$ cat config.mk
export PLATFORM = sky130hd
export DESIGN_NAME = mine_place_ctrl
export DESIGN_NICKNAME = d
export VERILOG_FILES = /design/src/rtl/mine_pkg.sv /design/src/rtl/lcg_step.sv /design/src/rtl/mine_place_ctrl.sv
export SDC_FILE = /design/constraint.sdc
export NUM_CORES = 1
export LEC_CHECK = 0
export CAP_MARGIN = 10
export CORE_ASPECT_RATIO = 0.5
export CORE_MARGIN = 5
export CORE_UTILIZATION = 60
export CTS_CLUSTER_DIAMETER = 50
export DETAILED_ROUTE_END_ITERATION = 6
export DONT_BUFFER_PORTS = 1
export PLACE_DENSITY = 0.76
export SLEW_MARGIN = 40
export SYNTH_ARGS = -nofsm -noshare
export SYNTH_HDL_FRONTEND = slang
export SYNTH_HIERARCHICAL = 1
export SYNTH_SLANG_ARGS = --single-unit
$ cat constraint.sdc
create_clock -name in_clka -period 10.24 [get_ports in_clka]
set_input_delay 1.536 -clock in_clka [delete_from_list [all_inputs] [get_ports in_clka]]
set_output_delay 1.536 -clock in_clka [all_outputs]
set_load 0.005 [all_outputs]
$ cat src/rtl/mine_pkg.sv
// Shared constants and FSM state encoding for the mine placement sequencer.
// Used by mine_place_ctrl and lcg_step.
package mine_pkg;

    localparam int GRID_CELLS = 25;
    localparam int LCG_W      = 16;
    localparam int CELL_IDX_W = 5;

    typedef enum logic [1:0] {
        IDLE  = 2'd0,
        DRAW  = 2'd1,
        PROBE = 2'd2,
        DONE  = 2'd3
    } state_t;

endpackage

$ cat src/rtl/lcg_step.sv
// One combinational LCG step X' = a*X + c (mod 2^LCG_W), plus the mapping of X'
// onto a board cell index 0..24.
module lcg_step
    import mine_pkg::*;
(
    input  logic [LCG_W-1:0]      in_x,
    input  logic [LCG_W-1:0]      in_a,
    input  logic [LCG_W-1:0]      in_c,
    output logic [LCG_W-1:0]      out_x_next,
    output logic [CELL_IDX_W-1:0] out_cell
);

    logic [12:0] w_scaled;

    assign out_x_next = in_a * in_x + in_c;

    // Top byte scaled by 25/256 keeps the index inside the board without a divider.
    assign w_scaled = {5'd0, out_x_next[LCG_W-1 -: 8]} * 13'd25;
    assign out_cell = 5'(w_scaled >> 8);

endmodule

$ cat src/rtl/mine_place_ctrl.sv
// Fills the 5x5 board with LCG-drawn mines, resolving collisions by linear probing.
// Optional macro MINE_SAFE_CELL_EN adds in_safe_cell, a cell that is never mined.
module mine_place_ctrl #(
    parameter int GRID_CELLS = 25,
    parameter int LCG_W      = 16,
    parameter int MAX_MINES  = 24
) (
    input  logic                  in_clka,
    input  logic                  in_rst_n,
    input  logic                  in_start,
    input  logic [LCG_W-1:0]      in_mult,
    input  logic [LCG_W-1:0]      in_increment,
    input  logic [LCG_W-1:0]      in_seed,
    input  logic [4:0]            in_mines_num,
`ifdef MINE_SAFE_CELL_EN
    input  logic [4:0]            in_safe_cell,
`endif
    output logic [GRID_CELLS-1:0] out_mines,
    output logic                  out_busy,
    output logic                  out_done
);
    import mine_pkg::*;

    // state | meaning
    // IDLE  | waiting for in_start; out_mines holds the last board
    // DRAW  | advance the LCG and take a fresh candidate cell
    // PROBE | place at candidate, or step to the next cell if occupied
    // DONE  | one-cycle done strobe with the new board on out_mines

    state_t                  r_state, w_state_next;
    logic [LCG_W-1:0]        r_a, r_c, r_x, w_x_next;
    logic [CELL_IDX_W-1:0]   r_cand, r_target, r_count;
    logic [CELL_IDX_W-1:0]   w_cell, w_target, w_cand_inc;
    logic [GRID_CELLS-1:0]   r_map, w_map_next, r_mines;
    logic                    w_accept, w_draw, w_place, w_occupied;

    lcg_step u_lcg (
        .in_x      (r_x),
        .in_a      (r_a),
        .in_c      (r_c),
        .out_x_next(w_x_next),
        .out_cell  (w_cell)
    );

    assign w_target   = (in_mines_num > 5'(MAX_MINES)) ? 5'(MAX_MINES) : in_mines_num;
    assign w_cand_inc = (r_cand == 5'(GRID_CELLS - 1)) ? '0 : r_cand + 5'd1;

`ifdef MINE_SAFE_CELL_EN
    logic [4:0] r_safe;
    // Out-of-range safe values never match a candidate, which disables the exclusion.
    assign w_occupied = r_map[r_cand] | (r_cand == r_safe);

    always_ff @(posedge in_clka or negedge in_rst_n) begin
        if (!in_rst_n)
            r_safe <= '0;
        else if (w_accept)
            r_safe <= in_safe_cell;
    end
`else
    assign w_occupied = r_map[r_cand];
`endif

    always_ff @(posedge in_clka or negedge in_rst_n) begin
        if (!in_rst_n)
            r_state <= IDLE;
        else
            r_state <= w_state_next;
    end

    always_comb begin
        w_state_next = r_state;
        w_accept     = 1'b0;
        w_draw       = 1'b0;
        w_place      = 1'b0;
        w_map_next   = r_map;
        case (r_state)
            IDLE: begin
                if (in_start) begin
                    w_accept     = 1'b1;
                    w_map_next   = '0;
                    w_state_next = (w_target == '0) ? DONE : DRAW;
                end
            end
            DRAW: begin
                w_draw       = 1'b1;
                w_state_next = PROBE;
            end
            PROBE: begin
                if (!w_occupied) begin
                    w_place            = 1'b1;
                    w_map_next[r_cand] = 1'b1;
                    w_state_next       = (r_count + 5'd1 == r_target) ? DONE : DRAW;
                end
            end
            DONE:    w_state_next = IDLE;
            default: w_state_next = IDLE;
        endcase
    end

    always_ff @(posedge in_clka or negedge in_rst_n) begin
        if (!in_rst_n) begin
            r_a      <= '0;
            r_c      <= '0;
            r_x      <= '0;
            r_target <= '0;
            r_count  <= '0;
            r_cand   <= '0;
            r_map    <= '0;
            r_mines  <= '0;
        end else begin
            r_map <= w_map_next;
            if (w_accept) begin
                r_a      <= in_mult;
                r_c      <= in_increment;
                r_x      <= in_seed;
                r_target <= w_target;
                r_count  <= '0;
            end
            if (w_draw) begin
                r_x    <= w_x_next;
                r_cand <= w_cell;
            end
            if (r_state == PROBE && w_occupied)
                r_cand <= w_cand_inc;
            if (w_place)
                r_count <= r_count + 5'd1;
            // Published board changes only when entering DONE.
            if (w_state_next == DONE && r_state != DONE)
                r_mines <= w_map_next;
        end
    end

    assign out_mines = r_mines;
    assign out_busy  = (r_state == DRAW) || (r_state == PROBE);
    assign out_done  = (r_state == DONE);

endmodule

==> reports/qor.csv <==
metric,value,unit
htree depth,4,
asr flop ratio synth,100.0,%
Starting Density,60.58,%
number of enable flip-flop cells after synthesis,0,
RePlAce Congestion,0.8734,
number of CTS-inserted buffers,17,
final WL,24.02,mm
chip width,196.3,um
worst hold path type,flip-flop to flip-flop,
unrepaired setup endpoints after global routing,no,
DR DRC count,0,
synth top area cells,"dfrtp_1, fa_1, ha_1, inv_1, mux2_2",
Boundary Pins,83,
"most used cell, CP",inv_1,
diode count,0,
1st-iter DRT viols,467,
vias,7224,
post-synth top area cell,dfrtp_1,
clk slew on worst S/H paths,0.06,ns
"count leader, synth",inv_1,
"Hold Vio Cnt, Final",0,
Worst path max stage delay,0.56,ns
All-Layer GR Usage,25.67,%
max-cap violations,0,
CP Capture Type,flip-flop,
layout cells sized above 1,9.981,%
final clock period utilization by the worst path,83.32,%
status,completed,
Crit Path Category,flip-flop to flip-flop,
post-synthesis register bit count,115,
Max Slew Vio Count,0,
number of vias per cell,5.706,
Syn. warnings,6,
most frequent cells after synthesis,"inv_1, nand2_1, dfrtp_1",
cts hold-fix bufs,0,
Critical Path Start Type,flip-flop,
r2r setup slk,1.71,ns
Post-Syn Nets,1280,
core area,17190,um^2
dpl hpwl,18.12,mm
Setup Viol. Count Final,0,
Clock Tree Root,clkbuf_16,
fin crit period,8.532,ns
"non-filler cells, final",1266,
WHS,0.5032,ns
routed length per placed instance,18.97,um
synth-to-layout area growth,6.898,%
Max-slew headroom,45.79,%
clock tree sinks,115,
Die H,103.1,um
Clock Skews,0.01115,ns
Post-CTS Setup Bufs,0,
slew of the pin with the lowest slew margin,0.8112,ns
Yosys top cell area share,27.64,%
"Req. time, crit path",10.55,ns
first-pass GRT wire length,40.64,mm
Rows,34,
final net count,1259,
Clock Path Buffers,2,
Critical Path Fanout Max,13,
# resized after CTS,0,
Initial DRT Pass Iterations,5,
crit path DAT,8.84,ns
pin count of the biggest net entering global routing,116,
Fmax achieved,117.2,MHz
vias in the first global route,7893,
CTS tree,yes,
initial antenna violation count,0,
syn avg cell area,10.00,um^2
post-synthesis sequential area ratio,27.64,%
Fillers,1316,
worst-skew pair later-pin latency,0.43,ns
# port buffers,0,
post-synthesis cell type count,66,
die area,20250,um^2
synthesized area,10410,um^2
CP max stage cell,fa_1,
cell total after placement,1235,
Syn Inst Count,1041,
dominant synthesized flop cell,dfrtp_1,
setup TNS,0,ns
GRT overflow,0,
Antenna Nets Post-Route,0,
[kinds of logic after synthesis]
family	share of synthesized area [%]
AND/OR/NAND/NOR	12.34
buffers and inverters	7.884
adder cells (fa/ha/maj)	28.91
AO/OA/AOI/OAI	8.232
flip-flops	27.64
multiplexers	10.18
XOR/XNOR	4.807
[sequential cells by signal (all words and copies together) (netlist names)]
name,flops
r_count,5
r_c,16
r_x,16
r_cand,5
r_state,2
r_a,16
out_mines,25
r_target,5
r_map,25
[final timing paths]
kind                                     from                        to  cells after the start
max                        r_a[4]$_DFFE_PN0P_     r_cand[3]$_DFFE_PN0P_                     31
min                        r_c[5]$_DFFE_PN0P_        r_c[5]$_DFFE_PN0P_                      1
max reg2reg                r_a[4]$_DFFE_PN0P_     r_cand[3]$_DFFE_PN0P_                     31
min reg2reg                r_c[5]$_DFFE_PN0P_        r_c[5]$_DFFE_PN0P_                      1
max in group asynchronous            in_rst_n       r_a[10]$_DFFE_PN0P_                      0
min in group asynchronous            in_rst_n  out_mines[3]$_DFFE_PN0P_                      0
[per-stage QoR]
stage	setup slack (ns)	area (um^2)	util (%)
floorplan	2.317	10410	-
global placement	1.922	10530	61.29
detailed placement	1.716	10550	61.39
CTS	1.660	11130	64.75
global route	1.208	11130	64.76
finish	1.708	11130	64.76
[area by class of cell]
class | instances | area, um^2 | area share [%]
Sequential cell | 115 | 2878 | 25.86
Multi-Input combinational cell | 714 | 6720 | 60.38
Tap cell | 234 | 292.8 | 2.631
Timing Repair Buffer | 3 | 26.28 | 0.2361
Clock buffer | 18 | 429.2 | 3.856
Inverter | 169 | 634.4 | 5.700
Clock inverter | 13 | 148.9 | 1.338
[worst max-delay path, delay by kind of cell (launching register included)]
family	cells	cell delay [ns]
XOR/XNOR	2	0.65
buffers and inverters	7	0.43
flip-flops	1	0.52
AND/OR/NAND/NOR	3	0.56
adder cells (fa/ha/maj)	11	4.71
AO/OA/AOI/OAI	8	1.54
[placed cells by master, fill, tap and decap left out, drive strengths merged, types with 14 or more instances in the layout]
| cell type | synthesis | layout |
|---|---|---|
| a21oi | 14 | 14 |
| fa | 96 | 96 |
| clkbuf | 31 | 18 |
| nand2 | 132 | 132 |
| o21ai | 39 | 39 |
| and2 | 65 | 65 |
| nand3 | 18 | 18 |
| inv | 169 | 174 |
| mux2 | 61 | 61 |
| mux2i | 26 | 26 |
| ha | 87 | 87 |
| dfrtp | 115 | 115 |
| xnor2 | 37 | 37 |
| xor2 | 15 | 15 |
| nor2 | 18 | 18 |
[metal layers]
metal | up-vias | wire, um | GRT usage, %
met4 | 0 | 510 | 8.686
met5 | - | 0 | 0
met2 | 220 | 11580 | 43.00
met3 | 41 | 1417 | 6.595
li1 | 3336 | - | -
met1 | 3627 | 10510 | 33.20
Power is left out: the tool's default activity adds up to more than one toggle a clock period on the data nets, which glitch-free logic cannot reach.
